**src/rtl/serial_add_ctrl.sv**
```systemverilog
// serial_add_ctrl -- nibble-serial adder controller.
//
// Computes {cout, sum} = op_a + op_b + cin by reusing one 4-bit ripple adder.
// The adder handles one nibble per clock, least significant nibble first.
// Operands and carry-in are captured on the start handshake. The result is
// held until the consumer accepts it.
//
// Optional build macro SERIAL_ADD_SUB_EN adds a 'sub' input. With sub = 1 the
// block computes op_a - op_b: the op_b nibbles are inverted, the initial carry
// is forced to 1, and cout = 1 means no borrow occurred.
//
// Ports:
//   clk          clock, all state updates on the rising edge
//   rst          asynchronous active-high reset
//   start_valid  requester presents an operation
//   start_ready  high only in IDLE
//   op_a, op_b   W-bit operands (W = 4*NIBBLES)
//   cin          carry-in to the least significant nibble
//   sub          (SERIAL_ADD_SUB_EN only) subtract select
//   res_valid    sum/cout are valid
//   res_ready    consumer accepts the result
//   sum          W-bit result
//   cout         carry out of the most significant nibble
//
// State table:
//   IDLE | waiting for a start handshake, start_ready = 1
//   BUSY | one nibble per cycle through the shared adder
//   DONE | result presented, waiting for the result handshake

// 4-bit ripple-carry adder: f = a + b + c0, c4 = carry out.
module ripple_add4 (
  input  logic [3:0] a,
  input  logic [3:0] b,
  input  logic       c0,
  output logic [3:0] f,
  output logic       c4
);
  logic [4:0] c;

  always_comb begin
    c    = '0;
    f    = '0;
    c[0] = c0;
    for (int i = 0; i < 4; i++) begin
      f[i]     = a[i] ^ b[i] ^ c[i];
      c[i + 1] = (a[i] & b[i]) | (c[i] & (a[i] ^ b[i]));
    end
    c4 = c[4];
  end
endmodule

module serial_add_ctrl #(
  parameter int NIBBLES = 4
) (
  input  logic                   clk,
  input  logic                   rst,
  input  logic                   start_valid,
  output logic                   start_ready,
  input  logic [4*NIBBLES-1:0]   op_a,
  input  logic [4*NIBBLES-1:0]   op_b,
  input  logic                   cin,
`ifdef SERIAL_ADD_SUB_EN
  input  logic                   sub,
`endif
  output logic                   res_valid,
  input  logic                   res_ready,
  output logic [4*NIBBLES-1:0]   sum,
  output logic                   cout
);

  localparam int W     = 4 * NIBBLES;
  localparam int IDX_W = $clog2(NIBBLES);
  localparam logic [IDX_W-1:0] LAST_IDX = IDX_W'(NIBBLES - 1);

  typedef enum logic [1:0] {
    IDLE = 2'd0,
    BUSY = 2'd1,
    DONE = 2'd2
  } state_t;

  state_t           state_q, state_d;
  logic [W-1:0]     a_q, b_q;
  logic [W-1:0]     sum_q;
  logic             carry_q;
  logic [IDX_W-1:0] idx_q;
  logic             cout_q;
  logic             res_valid_q;

  logic             start_fire;
  logic             res_fire;
  logic             busy_last;

  logic [3:0]       add_a, add_b, add_f;
  logic             add_c4;
  logic [3:0]       b_nib;

`ifdef SERIAL_ADD_SUB_EN
  logic             sub_q;
`endif

  // State register.
  always_ff @(posedge clk or posedge rst) begin
    if (rst) begin
      state_q <= IDLE;
    end else begin
      state_q <= state_d;
    end
  end

  // Next state and handshake strobes.
  always_comb begin
    state_d     = state_q;
    start_ready = 1'b0;
    start_fire  = 1'b0;
    res_fire    = 1'b0;
    busy_last   = 1'b0;
    case (state_q)
      IDLE: begin
        start_ready = 1'b1;
        if (start_valid) begin
          start_fire = 1'b1;
          state_d    = BUSY;
        end
      end
      BUSY: begin
        if (idx_q == LAST_IDX) begin
          busy_last = 1'b1;
          state_d   = DONE;
        end
      end
      DONE: begin
        // res_valid is always high in DONE, so res_ready alone completes it.
        if (res_ready) begin
          res_fire = 1'b1;
          state_d  = IDLE;
        end
      end
      default: state_d = IDLE;
    endcase
  end

  // Select the current nibble of the latched operands.
  always_comb begin
    add_a = a_q[{idx_q, 2'b00} +: 4];
    b_nib = b_q[{idx_q, 2'b00} +: 4];
`ifdef SERIAL_ADD_SUB_EN
    add_b = sub_q ? ~b_nib : b_nib;
`else
    add_b = b_nib;
`endif
  end

  ripple_add4 u_add (
    .a  (add_a),
    .b  (add_b),
    .c0 (carry_q),
    .f  (add_f),
    .c4 (add_c4)
  );

  // Datapath. sum/cout only change in BUSY, so they hold through DONE and IDLE.
  always_ff @(posedge clk or posedge rst) begin
    if (rst) begin
      a_q         <= '0;
      b_q         <= '0;
      sum_q       <= '0;
      carry_q     <= 1'b0;
      idx_q       <= '0;
      cout_q      <= 1'b0;
      res_valid_q <= 1'b0;
`ifdef SERIAL_ADD_SUB_EN
      sub_q       <= 1'b0;
`endif
    end else begin
      if (start_fire) begin
        a_q   <= op_a;
        b_q   <= op_b;
        idx_q <= '0;
`ifdef SERIAL_ADD_SUB_EN
        sub_q   <= sub;
        // Two's-complement subtract: invert b and add one through the carry.
        carry_q <= sub ? 1'b1 : cin;
`else
        carry_q <= cin;
`endif
      end
      if (state_q == BUSY) begin
        sum_q[{idx_q, 2'b00} +: 4] <= add_f;
        carry_q                    <= add_c4;
        idx_q                      <= idx_q + IDX_W'(1);
        if (busy_last) begin
          cout_q      <= add_c4;
          res_valid_q <= 1'b1;
        end
      end
      if (res_fire) begin
        res_valid_q <= 1'b0;
      end
    end
  end

  assign res_valid = res_valid_q;
  assign sum       = sum_q;
  assign cout      = cout_q;

endmodule

```
**config.mk**
```make
export PLATFORM = sky130hd
export DESIGN_NAME = serial_add_ctrl
export DESIGN_NICKNAME = d
export VERILOG_FILES = /design/src/rtl/serial_add_ctrl.sv
export SDC_FILE = /design/constraint.sdc
export NUM_CORES = 1
export LEC_CHECK = 0
export ABC_CLOCK_PERIOD_IN_PS = 2900
export BUFFER_PORTS_ARGS = -buffer_cell sky130_fd_sc_hd__buf_2
export CAP_MARGIN = 20
export CORE_MARGIN = 4
export CORE_UTILIZATION = 49
export DETAILED_ROUTE_END_ITERATION = 8
export PLACE_DENSITY_LB_ADDON = 0.3
export SYNTH_ARGS = -nofsm -noshare
export SYNTH_HDL_FRONTEND = slang
export SYNTH_SLANG_ARGS = --single-unit
export TNS_END_PERCENT = 20
```
**constraint.sdc**
```tcl
create_clock -name clk -period 2.9 [get_ports clk]
set_input_delay 0.435 -clock clk [delete_from_list [all_inputs] [get_ports clk]]
set_output_delay 0.435 -clock clk [all_outputs]
set_load 0.01 [all_outputs]
```
# Word level (Yosys, flattened, before mapping)
# Index checks and enable logic that the tools add are counted.
# op_classes
n_addsub	2
n_eq_ne	6
shift	4
n_mux	19
bitwise	20
n_reduce_logical	7
# op_table
cell	n
16-bit by 5-bit variable part select with 4-bit output	2
16-bit bitwise mux	1
4-bit by 6-bit variable shift with 16-bit output, first input constant	1
4-bit by 6-bit variable part select with 16-bit output	1
1-bit 2-to-1 mux	12
2-bit 2-to-1 mux	5
1-bit bitwise AND	8
1-bit XOR	8
2-bit != test, second input constant	3
4-bit negation with 6-bit output	1
2-bit one-hot mux with 3 select lines	1
2-bit nonzero test	3
2-bit == test, second input constant	2
1-bit bitwise OR	4
2-bit AND reduction	2
3-bit AND reduction	1
2-bit by 1-bit adder with 2-bit output, second input constant	1
2-bit by 1-bit == test with 1-bit output, second input constant	1
2-bit zero test	1
# totals
register_bits	55
input_bits	37
output_inout_bits	19
elab_cells	66

# Longest topological paths before layout
# depth
ltp_word	11
ltp_mapped	12
depth_no_buf	11

# Modules after synthesis
# From an unflattened synthesis, not the netlist that was laid out.
# unflattened
hier_cells	198
area_unflattened_um2	2792.7
# modules_own_cells
mod	n_inst	cells_each	area_each_um2	seq_area_each_um2
serial_add_ctrl	1	184	2675.1	1376.3
ripple_add4	1	14	117.6	0.0

# Worst setup path after synthesis
# Ideal clock, no wire load.
# synth_path
kind	register -> register
from	register idx_q[1]
to	register sum_q[15] (netlist: sum[15])
setup_ps	122
t_arrival_ps	2850
t_required_ps	2778
setup_slack_ps	-71
stages_incl_launch_ff	13
n_path_buf	1
synth_period_minus_slack_ps	2971
cell_sequence	dfrtp_1 > clkbuf_1 > mux4_2 > inv_1 > fa_1 > inv_1 > fa_1 > inv_1 > fa_1 > inv_1 > fa_1 > and2_1 > a32o_1
# synth_via
elab_chain_len	11
elab_cells_between_ends	23
classes_between	1 x add/sub; 4 x shift; 1 x mux; 17 x bitwise
# synth_lines
element	line_no	rtl
from (decl)	85	logic [IDX_W-1:0] idx_q;
from (signal assigned)	190	idx_q <= idx_q + IDX_W'(1);
16-bit by 5-bit variable part select with 4-bit output, on equally long branches	144, 145	
1-bit XOR	45, 46	
1-bit bitwise AND	46	c[i + 1] = (a[i] & b[i]) | (c[i] & (a[i] ^ b[i]));
1-bit bitwise OR	46	
1-bit bitwise AND	46	
1-bit bitwise OR	46	
1-bit bitwise AND	46	
1-bit bitwise OR	46	
1-bit XOR	45	f[i] = a[i] ^ b[i] ^ c[i];
4-bit by 6-bit variable part select with 16-bit output	188	sum_q[{idx_q, 2'b00} +: 4] <= add_f;
16-bit bitwise mux (*)	188	
to (signal assigned)	166	sum_q <= '0;
to (signal, indexed assignment)	188	
to (decl)	83	logic [W-1:0] sum_q;
# Mark *: on every way between the ends. The rest lies on a longest branch, timed or not.
# A chain may end at the register's enable or synchronous reset.

# Final worst setup path
# layout_path
from	register idx_q[0]
to	register sum_q[11] (netlist: sum[11])
# The elaborated chain is that of the path after synthesis.

==> flow_summary.ini <==
[sta]
fmax_mhz = 353.8
tightest_slew_ns = 0.6815
rsz0062_at_grt = true
slew_headroom_pct = 54.57
finalMaxSlewViolations = 0
hold_slack_ns = 0.3083
fin_worst_skew_ns = 0.007183
hold_viol = 0
setup_violations = 0
finalCriticalPeriod_ns = 2.826
timing.final.crit_share_pct = 97.46

[finish]
final_cell_mix = buf_2 (55), dfrtp_1 (54), mux2_2 (30), a32o_1 (12), mux4_2 (8)
final_common_cell = buf_2
drive_above_1_share_pct = 50.62
insertedDiodeCount = 0
num-nets-final = 289
utilization_pct = 59.85
area_growth_pct = 16.53
final_cells = 313
design_area_mm2 = 0.003095

[logic_synthesis]
ys_seq_area_share_pct = 51.81
syn_nets = 232
synthCells = 185
synth_cell_types = 32
async_flop_share_pct = 100.0
synth_area_mm2 = 0.002656
synth_edf_count = 0
avgSynthCellArea_um2 = 14.36
ys_seq_elements = 55
synthFlopType = dfrtp_1
synth_warnings = 0

[setup_path]
worst_setup_path_end_kind = flop
cp-start-kind = flop
crit_required_ns = 3.09
crit_type = flop to flop
worst-path-max-fanout = 4
worst_ep_arrival_time_ns = 3.02

[pwr]
p_total_mw = 3.936
p_leak_nw = 1.427
ir_drop_mv = 0.6629
p_per_area_mw_per_mm2 = 1272

[global_routing]
use_met1_pct = 23.39
use_met2_pct = 26.14
met3_usage_pct = 3.947
grt_max_degree = 56
grt_pass1_vias = 1696
gr-total-overflow = 0
busiest_layer = met2
antenna_found_initial = 0
gr-usage-all-layers_pct = 16.53
grt_pass1_wl_um = 8431

[floorplan]
start_util_pct = 51.35
die_w_um = 81.63
die-height_um = 81.63
ioPinCount = 56
dieArea_mm2 = 0.006663
fp-row-count = 26
core_area_mm2 = 0.005172

[clocking]
clk_path_buf_depth = 2
ctsHoldBuffers = 0
cts_tree = yes
root_buffer = clkbuf_8
clkTransAtPathRegs_ns = 0.10
clkSinkCount = 55
cts_max_level = 2
clk_latency_ns = 0.30
cts-buffers-inserted = 5

[route]
vias = 1677
initialDrtViolationCount = 103
ant_nets = 0
firstDrtPassIters = 4
via_per_inst = 5.358
drc = 0
drt_wl_total_um = 5069
routedWlPerCell_um = 16.19

[min_path]
hp-class = input port to async pin

[placement]
place_inst = 305
place_area_mm2 = 0.002985
place_congestion = 0.8110
dp_hpwl_um = 3801
io_buffers = 55

[run]
max_cap_viol_count = 0

[outcome]
status = finished, final reports clean
[report_power, final]
group          switching (mW)  leakage [nW]  internal [mW]  total, mW
combinational            1.02         0.709           1.15       2.16
sequential              0.246         0.677           1.11       1.36
clock                   0.247        0.0402          0.169      0.415
total                    1.51          1.43           2.43       3.94
[state kept, by name (all words and copies together), names as in the netlist]
name,count
carry_q,1
cout,1
res_valid,1
sum,16
state_q,2
a_q,16
b_q,16
idx_q,2
[cells in the mapped netlist (3+ instances only)]
cell / number / area (um^2)
a32o_1: 12 / 120.1
and2_1: 4 / 25.02
buf_2: 3 / 15.01
buf_6: 4 / 45.04
clkbuf_1: 3 / 11.26
dfrtp_1: 55 / 1376
fa_1: 4 / 80.08
ha_1: 6 / 75.07
inv_1: 11 / 41.29
mux2_1: 3 / 33.78
mux2_2: 30 / 337.8
mux4_2: 8 / 180.2
nand3b_1: 5 / 37.54
nor2_1: 4 / 15.01
nor2b_1: 8 / 50.05
o2bb2ai_1: 3 / 26.28
[worst max-delay path, cell delays in order (launching register included)]
cell and delay (ns):
dfrtp_2 0.45, mux4_2 0.35, inv_2 0.04, fa_2 0.35, inv_2 0.07, fa_2 0.18, inv_2 0.04, fa_2 0.32
inv_2 0.06, fa_2 0.46, nor2b_4 0.15, a32o_1 0.26
[stage by stage]
step                      setup TNS (ns)  setup slack [ns]
after global routing            -0.02301          -0.02262
after CTS                       -0.03534          -0.02089
after global placement                 0           0.04375
final                                  0           0.07365
after detailed placement         -0.1180          -0.05161
after floorplan                        0          0.004755
[timing repair]
item | CTS | global route
buffers inserted | 0 | 0
pin swaps | 6 | 7
hold endpoints to repair | 0 | 0
resized for setup | 11 | 2
endpoints found under the setup margin | 3 | 5
[metal layers]
metal  wire length [um]  share of wire [%]  vias up
met5                  0                  0        -
li1                   -                  -      788
met2               2456                 48       43
met3                247                4.9        5
met4                 33               0.65        0
met1               2332                 46      841
[area by class of cell]
class                   instances  area, um^2
multi-input cells             108        1180
clock buffers                   5       68.82
clock inverters                 3       20.02
repair buffers                 61       320.3
well taps                      70       87.58
flip-flops and latches         55        1378
fillers                       429        2077
inverters                      11       41.29
[path summary, 6_finish.rpt]
| path | start | to | slack, ns | cells after the start |
|---|---|---|---|---|
| max | idx_q[0] | sum[11] | 0.07 | 11 |
| min | rst | sum[7] | 0.31 | 3 |
| max reg2reg | idx_q[0] | sum[11] | 0.07 | 11 |
| min reg2reg | sum[9] | sum[9] | 0.49 | 1 |
| max in group asynchronous | rst | idx_q[0] | 2.10 | 3 |
| min in group clk | res_ready | state_q[1] | 0.32 | 2 |
[cell families (layout without fill, tap and decap cells)]
logic type      count (synthesis)  count (layout)  share of synthesized area, %
simple gates                   33              33                         9.138
buf+inv                        22              80                         4.522
flops                          55              55                         51.81
fa+ha+maj                      10              10                         5.841
mux                            41              41                         20.77
compound gates                 24              24                         7.914
Power figures use the tool's default switching activity.
